[src/rtl/instr_mem_loader.sv]
// Byte-stream program loader: packs four bytes per 32-bit word and writes the
// words to consecutive instruction-memory addresses, holding busy until done.
module instr_mem_loader #(
  parameter int unsigned ADDR_WIDTH = 10,
  parameter int unsigned BASE_ADDR  = 0,
  parameter bit          BIG_ENDIAN = 1'b1
) (
  input  logic                  clk,
  input  logic                  rst,
  input  logic                  start,
  input  logic [ADDR_WIDTH:0]   load_count,
  input  logic                  abort,
  input  logic                  byte_valid,
  input  logic [7:0]            byte_data,
  output logic                  byte_ready,
  output logic                  wr_en,
  output logic [ADDR_WIDTH-1:0] wr_addr,
  output logic [31:0]           wr_data,
  output logic                  busy,
  output logic                  done,
  output logic                  aborted,
  output logic [ADDR_WIDTH:0]   words_written
);

  localparam int unsigned CW = ADDR_WIDTH + 1;
  localparam logic [CW-1:0] MAX_WORDS = CW'(1) << ADDR_WIDTH;
  localparam logic [ADDR_WIDTH-1:0] BASE = ADDR_WIDTH'(BASE_ADDR);

  typedef enum logic [1:0] {IDLE, COLLECT, WRITE, DONE} state_t;

  state_t        state;
  logic [1:0]    idx;
  logic [31:0]   asm_q;
  logic [CW-1:0] remaining;
  logic          byte_ready_q;
  logic          wr_en_q;

  logic [31:0]   asm_next_c;
  logic [CW-1:0] count_c;
  logic          accept_c;

  // Abort cancels the current cycle's handshake and write immediately.
  assign byte_ready = byte_ready_q & ~abort;
  assign wr_en      = wr_en_q & ~abort;

  assign accept_c   = (state == COLLECT) && byte_valid && !abort;
  assign asm_next_c = BIG_ENDIAN ? {asm_q[23:0], byte_data} : {byte_data, asm_q[31:8]};
  assign count_c    = (load_count > MAX_WORDS) ? MAX_WORDS : load_count;

  always_ff @(posedge clk or posedge rst) begin
    if (rst) begin
      state         <= IDLE;
      idx           <= 2'd0;
      asm_q         <= 32'd0;
      remaining     <= '0;
      byte_ready_q  <= 1'b0;
      wr_en_q       <= 1'b0;
      wr_addr       <= BASE;
      wr_data       <= 32'd0;
      busy          <= 1'b0;
      done          <= 1'b0;
      aborted       <= 1'b0;
      words_written <= '0;
    end else begin
      done    <= 1'b0;
      aborted <= 1'b0;
      wr_en_q <= 1'b0;
      case (state)
        IDLE: begin
          if (start) begin
            remaining     <= count_c;
            wr_addr       <= BASE;
            idx           <= 2'd0;
            asm_q         <= 32'd0;
            words_written <= '0;
            if (count_c == '0) begin
              state <= DONE;
              done  <= 1'b1;
            end else begin
              state        <= COLLECT;
              busy         <= 1'b1;
              byte_ready_q <= 1'b1;
            end
          end
        end
        COLLECT: begin
          if (abort) begin
            state        <= IDLE;
            busy         <= 1'b0;
            byte_ready_q <= 1'b0;
            aborted      <= 1'b1;
          end else if (accept_c) begin
            asm_q <= asm_next_c;
            idx   <= idx + 2'd1;
            if (idx == 2'd3) begin
              state        <= WRITE;
              wr_en_q      <= 1'b1;
              byte_ready_q <= 1'b0;
              wr_data      <= asm_next_c;
            end
          end
        end
        WRITE: begin
          if (abort) begin
            state   <= IDLE;
            busy    <= 1'b0;
            aborted <= 1'b1;
          end else begin
            wr_addr       <= wr_addr + ADDR_WIDTH'(1);
            words_written <= words_written + CW'(1);
            remaining     <= remaining - CW'(1);
            idx           <= 2'd0;
            if (remaining == CW'(1)) begin
              state <= DONE;
              done  <= 1'b1;
              busy  <= 1'b0;
            end else begin
              state        <= COLLECT;
              byte_ready_q <= 1'b1;
            end
          end
        end
        DONE:    state <= IDLE;
        default: state <= IDLE;
      endcase
    end
  end

endmodule

[config.mk]
export PLATFORM = sky130hd
export DESIGN_NAME = instr_mem_loader
export DESIGN_NICKNAME = d
export VERILOG_FILES = /design/src/rtl/instr_mem_loader.sv
export SDC_FILE = /design/constraint.sdc
export NUM_CORES = 1
export LEC_CHECK = 0
export BUFFER_PORTS_ARGS = -buffer_cell sky130_fd_sc_hd__buf_2
export CORE_ASPECT_RATIO = 0.75
export CORE_MARGIN = 1.5
export CORE_UTILIZATION = 52
export CTS_CLUSTER_SIZE = 10
export DETAILED_ROUTE_END_ITERATION = 16
export PLACE_DENSITY = 0.75
export SLEW_MARGIN = 20
export SYNTH_ARGS = -nofsm -noshare
export SYNTH_HDL_FRONTEND = slang
export SYNTH_SLANG_ARGS = --single-unit
export TNS_END_PERCENT = 100
[constraint.sdc]
create_clock -name clk -period 6.7 [get_ports clk]
set_input_delay 0.335 -clock clk [delete_from_list [all_inputs] [get_ports clk]]
set_output_delay 0.335 -clock clk [all_outputs]
set_load 0.05 [all_outputs]
==> flow_summary.toml <==
[die]
rows = 29
core_area_sq_um = 8490
dieArea_sq_um = 9340
die_x_um = 111
start_util = 0.537
io_pins = 82
dieHeight_um = 84.1

[flow_run]
maxCapViolCount = 0

[sta]
timing.fmax_ghz = 0.369
finalSetupViolCount = 0
skew_ns = 0.00397
final-max-slew-violation-count = 0
finalCritPeriodShare = 0.404
fin_tns_setup_ns = 0
tightestPinTransition_ns = 0.975
hold_viol = 0
relSlewSlack = 0.350
rsz0062_at_grt = "no"
min_period_ns = 2.71

[worst_setup_path]
cp-start-kind = "flip-flop"
arrival_ns = 2.93
reg2reg_depth = 6
r2r_start = "state[0]"
critPathRequiredTime_ns = 6.93
reg2reg_slack_ns = 3.99
r2r_end = "remaining[4]"
cp-startpoint = "state[0]"
end_kind = "flip-flop"
path_class = "reg -> reg"
crit_path_max_fanout = 21

[clocking]
root_buffer = "clkbuf_16"
cts_hold_buf = 1
clk_pin_slew_ns = 0.06
cts_tree = "done"
clk_latency_ns = 0.35
numCtsBuffers = 9
cts_buffer_depth = 2
cts_resized = 0
clock_sinks = 97
postCtsSetupRepairBufs = 0
htree_levels = 3

[cells_and_area]
final_cell_mix = "dfrtp_1 (97), buf_2 (81), nand2_1 (69)"
diodes = 0
final_common_cell = "dfrtp_1"
drive_gt1_frac = 0.268
design_area_sq_um = 5360
area_growth_pct = 17.6
nFillCells = 707
layout.nets = 550

[synthesis]
synth-edff-count = 0
ys_seq_elements = 97
synth_flop_cell = "dfrtp_1"
synthDistinctLibCells = 53
syn_area_per_cell_sq_um = 10.2
syn_inst = 445
synth_area_sq_um = 4560
synth.net_count = 478
seq_area_frac_synth = 0.533
netlist.area_leader.share = 0.533
synth_warnings = 0
yosys-top-cells-area = "dfrtp_1 (53%), mux2_2 (7.9%), nand2_1 (5.7%), o21ai_0 (5.2%), ha_1 (2.5%)"
async_reset_ff_frac = 1.00
yosysTopAreaCell = "dfrtp_1"

[place]
place.gp.congestion = 0.838
dpl-instance-area_sq_um = 5010
io_buffers = 81
place_hpwl_um = 7010

[global_route]
antenna_found_initial = 0
grt_pass1_wl_um = 16700
grt_use_total = 0.224
grt_pass1_vias = 3345
overflow = 0
grt_max_degree = 80

[power]
powerDensity_nw_per_um2 = 370
power_leakage_uw = 0.00267
ir_drop_mv = 0.219

[route]
ant_nets = 0
wirelength_um = 10000
post-route-drc-count = 0
viasPerCell = 5.78
wl_per_cell_um = 15.9
dr.pass1.iters = 5
vias = 3641
drtIter0Drc = 302

[outcome]
run_status = "finished, final reports clean"

[worst_hold_path]
min_path_cells = 2
min_from = "load_count[5]"
holdPathEnd = "remaining[5]"
hold_path_class = "in -> reg"
[worst max-delay path by stage]
| stage | endpoint | slack (ns) | depth (start not counted) |
|---|---|---|---|
| final | remaining[4] | 3.99 | 6 |
| after global routing | remaining[4] | 3.81 | 6 |
| after CTS | asm_q[9] | 3.72 | 4 |
| after detailed placement | asm_q[9] | 3.73 | 4 |
| after global placement | asm_q[17] | 3.91 | 4 |
| after floorplan | aborted | 3.83 | 1 |
[through the flow]
step | cells | total power [uW] | worst slack, ns | hold slack (ns) | util
finish | 630 | 1980 | 3.99 | 0.234 | 0.631
global route | 630 | 2110 | 3.81 | 0.227 | 0.631
CTS | 630 | 1990 | 3.72 | 0.226 | 0.631
detailed placement | 613 | 1420 | 3.73 | 0.293 | 0.591
global placement | 613 | 1400 | 3.91 | 0.289 | 0.591
floorplan | 445 | 1270 | 3.83 | 0.446 | -
[state kept, by name, indices dropped and copies added (netlist names)]
register and flops:
wr_addr 10, state 2, done 1, wr_data 32
busy 1, idx 2, aborted 1, words_written 11
remaining 11, byte_ready_q 1, wr_en_q 1, asm_q 24
[cells in the mapped netlist, types with 4 or more instances]
library cell  number
nor2b_1            4
nor4_1             7
or4_1              5
o31ai_1            5
dfrtp_1           97
nor3_1             9
ha_1               9
o21ai_0           47
nor2_1            10
a21oi_1           20
nand2b_1           6
mux2i_1            4
nand2_1           69
or3_1              9
a221o_1            4
nand4_1            9
buf_2              5
inv_1             18
mux2_2            32
nand3_1           11
clkbuf_1          16
[metal layers]
| layer | part of all wire | GRT usage | vias up |
|---|---|---|---|
| li1 | - | - | 1753 |
| met1 | 0.48 | 0.323 | 1757 |
| met2 | 0.45 | 0.332 | 119 |
| met3 | 0.065 | 0.0683 | 12 |
| met4 | 0.0095 | 0.0598 | 0 |
| met5 | 0 | 0 | - |
[critical path, stage by stage (launching register included)]
cell and delay, ns:
dfrtp_1 0.42, inv_1 0.10, ha_1 0.64, nor2_1 0.17
nor3_1 0.69, o21ai_0 0.22, a221o_1 0.35
[where the power goes]
part / internal, uW / total [uW] / switching (uW)
logic: 193 / 621 / 428
registers: 696 / 800 / 104
clock network: 340 / 563 / 223
total: 1230 / 1980 / 755
[final cells by class]
cell class / instances / area [sq um] / share of cell area
clock buffer: 11 / 243 / 0.0453
clock inverter: 5 / 86.3 / 0.0161
inverter: 18 / 70.1 / 0.0131
multi-input combinational: 307 / 1970 / 0.367
sequential: 97 / 2430 / 0.453
tap: 108 / 135 / 0.0252
timing repair buffer: 84 / 430 / 0.0803
[cells by family (layout without fill, tap and decap cells)]
group | count (synthesis) | after routing | share of synthesized area
muxes | 36 | 36 | 0.0879
adders and majority gates | 9 | 9 | 0.0247
DFF | 97 | 97 | 0.533
AOI/OAI and AO/OA | 104 | 104 | 0.141
buffers and inverters | 41 | 118 | 0.0368
xor gates and xnor gates | 1 | 1 | 0.00192
and+or+nand+nor | 157 | 157 | 0.175
No activity file was read; power rests on OpenSTA's default activity.
